`config.mk`:
```
export PLATFORM = sky130hd
export DESIGN_NAME = serializer_piso_flat
export DESIGN_NICKNAME = d
export VERILOG_FILES = /design/src/rtl/serializer_piso_if.sv /design/src/rtl/serializer_piso.sv /design/src/flat_wrapper.sv
export SDC_FILE = /design/constraint.sdc
export NUM_CORES = 1
export LEC_CHECK = 0
export BUFFER_PORTS_ARGS = -buffer_cell sky130_fd_sc_hd__clkbuf_2
export CORE_AREA = 2 2 39 41
export DETAILED_ROUTE_END_ITERATION = 8
export DIE_AREA = 0 0 41 43
export GPL_TIMING_DRIVEN = 0
export SLEW_MARGIN = 0
export SYNTH_ARGS = -nofsm -noshare
export SYNTH_HDL_FRONTEND = slang
export SYNTH_SLANG_ARGS = --single-unit
```
`constraint.sdc`:
```
create_clock -name clk -period 3.1 [get_ports clk]
set_input_delay 0.62 -clock clk [delete_from_list [all_inputs] [get_ports clk]]
set_output_delay 0.62 -clock clk [all_outputs]
set_load 0.05 [all_outputs]
```
`src/rtl/serializer_piso_if.sv`:
```
// serializer_piso_if
// -----------------------------------------------------------------------------
// Groups the word-side handshake and the serial-side outputs of the
// parallel-in / serial-out serializer into one bundle.
//
// Handshake semantics (word side, strict valid/ready):
//   A word transfers on a rising clk edge where in_valid=1 and in_ready=1.
//   in_ready is driven from state registers only and never depends on
//   in_valid in the same cycle. in_valid asserted while in_ready=0 is
//   ignored. The producer may hold or change in_data freely while waiting.
//
// Signals:
//   in_data      [WIDTH-1:0]  parallel word to serialize   (master -> slave)
//   in_valid                  in_data is valid this cycle  (master -> slave)
//   in_ready                  slave can take a word        (slave  -> master)
//   serial_out                serial data bit, MSB first   (slave  -> master)
//   serial_valid              serial_out carries a bit     (slave  -> master)
//   frame_done                pulse with the last frame bit(slave  -> master)
//
// Modports:
//   master : the side that supplies words and observes the serial stream
//   slave  : the serializer itself
// -----------------------------------------------------------------------------
interface serializer_piso_if #(
  parameter int WIDTH = 4
);

  logic [WIDTH-1:0] in_data;
  logic             in_valid;
  logic             in_ready;
  logic             serial_out;
  logic             serial_valid;
  logic             frame_done;

  modport master (
    output in_data,
    output in_valid,
    input  in_ready,
    input  serial_out,
    input  serial_valid,
    input  frame_done
  );

  modport slave (
    input  in_data,
    input  in_valid,
    output in_ready,
    output serial_out,
    output serial_valid,
    output frame_done
  );

endinterface : serializer_piso_if

```
`src/rtl/serializer_piso.sv`:
```
// serializer_piso
// -----------------------------------------------------------------------------
// Parallel-in / serial-out serializer. A WIDTH-bit word accepted over a
// valid/ready handshake is shifted out MSB first, one bit per clock, into a
// downstream shift-left SIPO stage. The word is held in an internal shift
// register, so in_data may change freely once it has been captured.
//
// Optional feature (compile-time macro SERIALIZER_PARITY_EN):
//   When defined, one even-parity bit (XOR of all WIDTH data bits) follows
//   bit 0 with serial_valid=1, and frame_done moves to that parity bit.
//   When undefined, the PARITY state and the parity register do not exist
//   and every frame is exactly WIDTH bits.
//
// Timing (no parity, WIDTH=4):
//   edge 0      : word captured, IDLE -> SHIFT
//   cycles 1..4 : serial_out = d[3], d[2], d[1], d[0]; frame_done on cycle 4
//   cycle 5     : back in IDLE, in_ready=1, next capture possible
//
// Ports:
//   clk          in   sole clock, rising edge
//   reset        in   asynchronous, active-low reset (0 = reset asserted)
//   bus          if   serializer_piso_if.slave (handshake + serial stream)
//   dbg_state_o  out  current FSM state encoding, for checkers/debug
// -----------------------------------------------------------------------------
module serializer_piso #(
  parameter int WIDTH = 4
) (
  input  logic                    clk,
  input  logic                    reset,
  serializer_piso_if.slave        bus,
  output logic [1:0]              dbg_state_o
);

  // Down-counter of remaining bits after the one currently presented.
  localparam int CNT_W = (WIDTH > 1) ? $clog2(WIDTH) : 1;

  // ---------------------------------------------------------------------------
  // State encoding
  // ---------------------------------------------------------------------------
`ifdef SERIALIZER_PARITY_EN
  typedef enum logic [1:0] {
    IDLE   = 2'd0,
    SHIFT  = 2'd1,
    PARITY = 2'd2
  } state_e;
`else
  typedef enum logic [1:0] {
    IDLE   = 2'd0,
    SHIFT  = 2'd1
  } state_e;
`endif

  // ---------------------------------------------------------------------------
  // Registers and their next-state values
  // ---------------------------------------------------------------------------
  state_e             state_q, state_d;
  logic [CNT_W-1:0]   cnt_q,   cnt_d;
  logic [WIDTH-1:0]   shreg_q, shreg_d;
`ifdef SERIALIZER_PARITY_EN
  logic               parity_q, parity_d;
`endif

  // Outputs are decoded from registered state only, so they drop to zero
  // the instant reset clears the registers, and in_ready has no path from
  // in_valid.
  logic               serial_out_c;
  logic               serial_valid_c;
  logic               frame_done_c;
  logic               in_ready_c;

  // ---------------------------------------------------------------------------
  // State register
  // ---------------------------------------------------------------------------
  always_ff @(posedge clk or negedge reset) begin
    if (!reset) begin
      state_q  <= IDLE;
      cnt_q    <= '0;
      shreg_q  <= '0;
`ifdef SERIALIZER_PARITY_EN
      parity_q <= 1'b0;
`endif
    end else begin
      state_q  <= state_d;
      cnt_q    <= cnt_d;
      shreg_q  <= shreg_d;
`ifdef SERIALIZER_PARITY_EN
      parity_q <= parity_d;
`endif
    end
  end

  // ---------------------------------------------------------------------------
  // Next-state and output decode
  // ---------------------------------------------------------------------------
  always_comb begin
    state_d        = state_q;
    cnt_d          = cnt_q;
    shreg_d        = shreg_q;
`ifdef SERIALIZER_PARITY_EN
    parity_d       = parity_q;
`endif
    serial_out_c   = 1'b0;
    serial_valid_c = 1'b0;
    frame_done_c   = 1'b0;
    in_ready_c     = 1'b0;

    case (state_q)
      IDLE: begin
        in_ready_c = 1'b1;
        // in_ready is 1 in IDLE, so in_valid alone completes the transfer.
        if (bus.in_valid) begin
          state_d = SHIFT;
          cnt_d   = CNT_W'(WIDTH - 1);
          shreg_d = bus.in_data;
`ifdef SERIALIZER_PARITY_EN
          // Even parity of the captured word; computed once at capture so
          // later in_data changes cannot leak into the frame.
          parity_d = ^bus.in_data;
`endif
        end
      end

      SHIFT: begin
        serial_out_c   = shreg_q[WIDTH-1];
        serial_valid_c = 1'b1;
        // Shift left so the next lower bit becomes the presented MSB; zeros
        // fill in, leaving the register cleared when the frame ends.
        shreg_d        = {shreg_q[WIDTH-2:0], 1'b0};
        if (cnt_q == '0) begin
`ifdef SERIALIZER_PARITY_EN
          state_d      = PARITY;
`else
          state_d      = IDLE;
          frame_done_c = 1'b1;
`endif
        end else begin
          // Guarded decrement: the counter never wraps below zero.
          cnt_d = cnt_q - CNT_W'(1);
        end
      end

`ifdef SERIALIZER_PARITY_EN
      PARITY: begin
        serial_out_c   = parity_q;
        serial_valid_c = 1'b1;
        frame_done_c   = 1'b1;
        state_d        = IDLE;
      end
`endif

      default: begin
        state_d = IDLE;
      end
    endcase
  end

  // ---------------------------------------------------------------------------
  // Output connections
  // ---------------------------------------------------------------------------
  assign bus.in_ready     = in_ready_c;
  assign bus.serial_out   = serial_out_c;
  assign bus.serial_valid = serial_valid_c;
  assign bus.frame_done   = frame_done_c;
  assign dbg_state_o      = state_q;

endmodule : serializer_piso

```
`src/flat_wrapper.sv`:
```
// flat-port wrapper written by rule: the top's interface ports become plain ports
module serializer_piso_flat 
#(
  parameter int WIDTH = 4
)
  (clk, reset, dbg_state_o, bus_in_data, bus_in_valid, bus_in_ready, bus_serial_out, bus_serial_valid, bus_frame_done);
  serializer_piso_if #(.WIDTH(WIDTH)) bus_i ();
  input  logic clk;
  input  logic reset;
  output logic [1:0] dbg_state_o;
  input wire logic [$bits(bus_i.in_data)-1:0] bus_in_data;
  input wire logic [$bits(bus_i.in_valid)-1:0] bus_in_valid;
  output wire logic [$bits(bus_i.in_ready)-1:0] bus_in_ready;
  output wire logic [$bits(bus_i.serial_out)-1:0] bus_serial_out;
  output wire logic [$bits(bus_i.serial_valid)-1:0] bus_serial_valid;
  output wire logic [$bits(bus_i.frame_done)-1:0] bus_frame_done;
  assign bus_i.in_data = bus_in_data;
  assign bus_i.in_valid = bus_in_valid;
  assign bus_in_ready = bus_i.in_ready;
  assign bus_serial_out = bus_i.serial_out;
  assign bus_serial_valid = bus_i.serial_valid;
  assign bus_frame_done = bus_i.frame_done;
  serializer_piso #(.WIDTH(WIDTH)) u_core (.clk(clk), .reset(reset), .bus(bus_i), .dbg_state_o(dbg_state_o));
endmodule
```
==> results_dict.tcl, run 1 <==
set metrics [dict create \
    crit_path_end_kind "primary output" \
    yosysMostFrequentCell "dfrtp_1" \
    yosys_warnings 0 \
    areaGrowthSynthToFinish_pct 25.8 \
    fin_skew_ps 3.75 \
    synthDistinctLibCells 16 \
    fill_cells 156 \
    synth_area_leaders "dfrtp_1 (47%), mux2i_1 (11%), ha_1 (6.7%)" \
    worst-setup-path-type "reg -> out" \
    grt_max_degree 11 \
    num_rows 14 \
    yosys_most_used_dff "dfrtp_1" \
    cts_root_buf "clkbuf_4" \
    worstPathMaxFanout 4 \
    vias_per_cell 4.04 \
    powerDensity_nw_per_um2 1030 \
    p_total_mw 0.486 \
    drv_slew 0 \
    drtAntennaViolNets 0 \
    cts.sinks 7 \
    die_area_um2 1760 \
    crit_start "u_core.cnt_q[0]" \
    p_clk_share_pct 16.5 \
    internal-power_mw 0.264 \
    finalHoldViolations 0 \
    cap_violations 0 \
    synth.avg_cell_area_um2 10.1 \
    p_seq_share_pct 30.1 \
    run_status "complete, no violations" \
    grt_overflow 0 \
    syn_nets 46 \
    power_frac_comb_pct 53.4 \
    multi_input_area_um2 156 \
    yosysSeqAreaShare_pct 46.8 \
    routed_wl_um 624 \
    syn_inst 37 \
    grt_setup_unrepaired "no" \
    wire_per_inst_um 9.31 \
    ys_ff_latch 7 \
    setup_viol 0 \
    synth_area_um2 374 \
    fin_nets 61 \
    cts_resized 0 \
    ir_worst_vdd_v 0.000219 \
    post_cts_buffers 0 \
    synthTopCellsByCount "dfrtp_1 (7), mux2i_1 (4), nor2_1 (4)" \
    clk_latency_ps 250 \
    drt_first_pass_iters 2 \
    die_w_um 41 \
    antenna_cells 0 \
    r2r-start "u_core.cnt_q[0]" \
    critPathRequiredTime_ps 2480 \
    synth_area_leader_cell "dfrtp_1" \
    cts_tree "done" \
    drtIter0Drc 4 \
    switchingPower_mw 0.222 \
    grt_pass1_vias 273 \
    p_sw_share_pct 45.8 \
    chipHeight_um 43 \
    hold_path_class "in -> async" \
    drive_above_1_share_pct 35.3 \
    max_freq_mhz 517 \
    fin_crit_sh_pct 62.4 \
    period_minus_slack_ps 1930 \
    io_buffers 10 \
    via_count 271 \
    synth-edff-count 0 \
    cts_hold_buf 0 \
    drc_errors 0 \
    design.core.area_um2 1380 \
    start_util_pct 27.0 \
    ioPinCount 13 \
    synth_top_area_share_pct 46.8 \
    final-seq-area_um2 175 \
    place.gp.congestion 0.671 \
    numCtsBuffers 3 \
    synthArstFlopShare_pct 100 \
    grt_pass1_wl_um 1100 \
    clkSlewWorstSetupHoldPaths_ps 50 \
    leakage_nw 0.258 \
    start_kind "flip-flop" \
    antenna_found_initial 0 \
    crit_arrival_ps 1310 \
    utilization_pct 34.0 \
    ctsLongestPathBuffers 2 \
    fin_setup_tns_ps 0 \
    htreeDepth 1 \
    grt.total_usage_pct 10.0 \
]
## registers in the layout, summed over array words and instances, names as in the netlist
name	count
u_core.shreg_q	4
u_core.dbg_state_o	1
u_core.cnt_q	2
## power by group through the flow
| stage | Sequential (mW) | Combinational, mW | Clock [mW] |
|---|---|---|---|
| floorplan | 0.161 | 0.198 | 0 |
| global placement | 0.145 | 0.257 | 0 |
| detailed placement | 0.148 | 0.262 | 0 |
| CTS | 0.147 | 0.262 | 0.0843 |
| global route | 0.152 | 0.287 | 0.0951 |
| finish | 0.147 | 0.259 | 0.0801 |
## metrics by stage
step / std cells / hold WS [ps] / cell area (um2) / setup WS, ps
finish: 67 / 198 / 470 / 1170
global route: 67 / 181 / 470 / 1030
CTS: 67 / 196 / 470 / 1150
detailed placement: 63 / 464 / 444 / 1420
global placement: 63 / 467 / 444 / 1440
floorplan: 37 / 324 / 374 / 1110
## cell families (layout without fill, tap and decap cells)
group,count (synthesis),after routing,synth area share (%)
compound gates,6,6,11.4
fa+ha+maj,2,2,6.69
buf+inv,7,21,11.4
flops,7,7,46.8
mux,4,4,10.7
other cells,1,1,1.00
simple gates,10,10,12.0
## area by class of cell
cell class	count	area share, %
Sequential cell	7	37.2
Multi-Input combinational cell	23	33.2
Timing Repair Buffer	10	10.6
Buffer	4	6.65
Clock buffer	4	5.59
Tap cell	16	4.26
Inverter	3	2.39
## placed cells by master, fill, tap and decap left out
cell type  Yosys  layout
nor2_1         4       4
buf_6          1       1
conb_1         1       1
ha_1           2       2
mux2i_1        4       4
dfrtp_1        7       7
a21oi_1        1       1
clkbuf_4       0       3
a2bb2oi_2      1       1
inv_1          3       3
nand2_1        3       3
clkbuf_1       0       1
nor2b_1        1       1
clkbuf_2       0      10
o21ai_1        3       3
buf_4          2       2
buf_2          1       1
a21o_1         1       1
and2_1         2       2
## worst max-delay path, stage by stage, from the launching register on
cell and delay [ps]:
dfrtp_1 360, inv_1 110, ha_1 180, and2_1 140, clkbuf_2 270
## worst paths after layout
kind,slack [ps],end,depth (start not counted)
max,1170,bus_frame_done,4
min reg2reg,490,u_core.shreg_q[2],2
max reg2reg,1950,u_core.cnt_q[0],5
max in group asynchronous,2740,u_core.shreg_q[1],1
min,200,u_core.cnt_q[1],1
min in group clk,490,u_core.shreg_q[2],2
## routing by layer
layer	share of wire, %	wire length (um)	track usage (%)
met3	3.2	20	3.14
met1	49	308	11.5
met4	2.7	17	12.0
met5	0	0	0
met2	45	278	12.5
Note: power is estimated with default switching activity, not from simulation.
==> run 2, diff against run 1 <==
- ABC_AREA: unset -> 1
- CORE_AREA: 2 2 39 41 -> unset
- CORE_MARGIN: unset -> 2
- CORE_UTILIZATION: unset -> 30
- DIE_AREA: 0 0 41 43 -> unset
- clock period: 3.1 -> 1.6 ns (I/O delays scaled with it)
==> run 2 against run 1 <==
  * Cell count rose by 21%
  * Cell area rose by 8.5%
  * Clock skew down 1.4 ps
  * Largest power group unchanged
==> results_dict.tcl, run 2 <==
set metrics [dict create \
    run_status "complete, no violations" \
    final_common_cell "nand2_1" \
    cp_slowest_cell "dfrtp_1" \
    grt_setup_unrepaired "no" \
    fin_nets 76 \
    fin_setup_tns_ps 0 \
    worstPathMaxFanout 3 \
    fin_skew_ps 2.31 \
    grt_overflow 0 \
    setup_viol 0 \
    yosys_most_used_dff "dfrtp_1" \
    antenna_cells 0 \
    synth-edff-count 0 \
    hold_path_class "in -> reg" \
    synth.avg_cell_area_um2 7.83 \
    numCtsBuffers 3 \
    syn_nets 59 \
    antenna_found_initial 0 \
    synth_area_leader_cell "dfrtp_1" \
    ys_ff_latch 7 \
    vias_per_cell 4.36 \
    drc_errors 0 \
    num_rows 13 \
    crit_path_end_kind "primary output" \
    cts.sinks 7 \
    via_count 353 \
    stdcell_count 81 \
    yosysSeqAreaShare_pct 44.7 \
    drtAntennaViolNets 0 \
    largest_register_ffs 4 \
    ctsLongestPathBuffers 2 \
    place.gp.congestion 0.760 \
    chipHeight_um 40.1 \
    synth_area_leaders "dfrtp_1 (45%), nand2_1 (15%), nand3_1 (14%)" \
    design.core.area_um2 1250 \
    layout_common_cells "nand2_1 (16), nand3_1 (11), clkbuf_2 (10)" \
    period_minus_slack_ps 1510 \
    yosys_warnings 0 \
    synthDistinctLibCells 13 \
    largest_register "u_core.shreg_q" \
    start_kind "flip-flop" \
    die_area_um2 1610 \
    synth_area_um2 392 \
    io_buffers 11 \
    drtIter0Drc 5 \
    synth_top_area_share_pct 44.7 \
    die_w_um 40.1 \
    htreeDepth 1 \
    dp.final_hpwl_um 550 \
    dp.cells 76 \
    grt_pass1_wl_um 1100 \
    max_freq_mhz 663 \
    ir_worst_vdd_v 0.000606 \
    p_total_mw 1.09 \
    synthArstFlopShare_pct 100 \
    worst-setup-path-type "reg -> out" \
    drv_slew 0 \
    cts_root_buf "clkbuf_4" \
    grt_pass1_vias 271 \
    start_util_pct 31.3 \
    finalHoldViolations 0 \
    cap_violations 0 \
    fin_crit_sh_pct 94.3 \
    routed_wl_um 740 \
    yosysMostFrequentCell "nand2_1" \
    crit_chain "inv_2 -> ha_2 -> nand2_1 -> inv_1 -> buf_6" \
    critPathMaxStageDelay_ps 400 \
    powerDensity_nw_per_um2 2140 \
    syn_inst 50 \
    clkSlewWorstSetupHoldPaths_ps 60 \
    ioPinCount 13 \
    clk_latency_ps 240 \
    wire_per_inst_um 9.14 \
    leakage_nw 0.296 \
    synthTopCellsByCount "nand2_1 (16), nand3_1 (11), dfrtp_1 (7)" \
    grt_max_degree 11 \
    crit_arrival_ps 1190 \
    post_cts_buffers 0 \
    drive_above_1_share_pct 34.8 \
    critPathRequiredTime_ps 1280 \
    drt_first_pass_iters 4 \
    cts_tree "done" \
    grt.total_usage_pct 10.4 \
    areaGrowthSynthToFinish_pct 30.4 \
]
## run 2: final timing paths
| kind | end | from | cells past startpoint | slack, ps |
|---|---|---|---|---|
| max | bus_frame_done | u_core.cnt_q[0] | 5 | 90 |
| min | u_core.shreg_q[0] | bus_in_data[0] | 3 | 310 |
| max reg2reg | u_core.cnt_q[1] | u_core.cnt_q[0] | 5 | 590 |
| min reg2reg | u_core.shreg_q[0] | u_core.shreg_q[0] | 2 | 480 |
| max in group asynchronous | u_core.shreg_q[1] | reset | 2 | 980 |
| min in group asynchronous | u_core.dbg_state_o[0] | reset | 2 | 450 |
## run 2: timing repair
item	4_1_cts	5_1_grt
endpoints found under the setup margin	1	1
gates resized for setup	1	4
hold buffers	1	0
hold endpoints to repair	7	0
gates cloned	0	0
pin swaps	0	0
## run 2: logic make-up (layout without fill, tap and decap cells)
logic type,count (synthesis),in the layout,synth area share (%)
other cells,1,1,0.958
buf+inv,10,26,14.1
compound gates,1,1,1.28
simple gates,29,29,32.6
fa+ha+maj,2,2,6.39
flops,7,7,44.7
## run 2: metrics by stage
step | instance area [um2] | utilization, % | setup WS, ps | hold slack (ps)
4_1_cts | 504 | 40.3 | 23.1 | 304
3_3_place_gp | 465 | 37.2 | 252 | 167
2_1_floorplan | 392 | - | 42.5 | 24.4
6_report | 510 | 40.8 | 91.1 | 306
5_1_grt | 510 | 40.8 | 14.9 | 327
3_5_place_dp | 465 | 37.2 | 244 | 166
## run 2: cell type report
class	count	area, um2
flip-flops and latches	7	175
fillers	137	742
plain buffers	3	26.3
well taps	15	18.8
inverters	7	28.8
multi-input cells	33	164
repair buffers	12	71.3
clock buffers	4	26.3
## run 2: routing by layer
metal  track usage (%)  wire length, um  vias to the layer above
li1                  -                -                      186
met1              14.3              356                      154
met2              15.7              345                       13
met3              1.67               38                        0
met4              5.17                0                        0
met5                 0                0                        -
## run 2: where the power goes
part           switching, mW  total, mW  internal (mW)
clock                 0.0646      0.160         0.0951
sequential            0.0431      0.299          0.256
combinational          0.433      0.636          0.203
total                  0.540       1.09          0.554
## run 2: worst max-delay path, delay by kind of cell (launching register included)
family                     cells  cell delay [ps]
adders and majority gates      1              170
DFF                            1              400
and+or+nand+nor                1               80
buffers and inverters          3              300
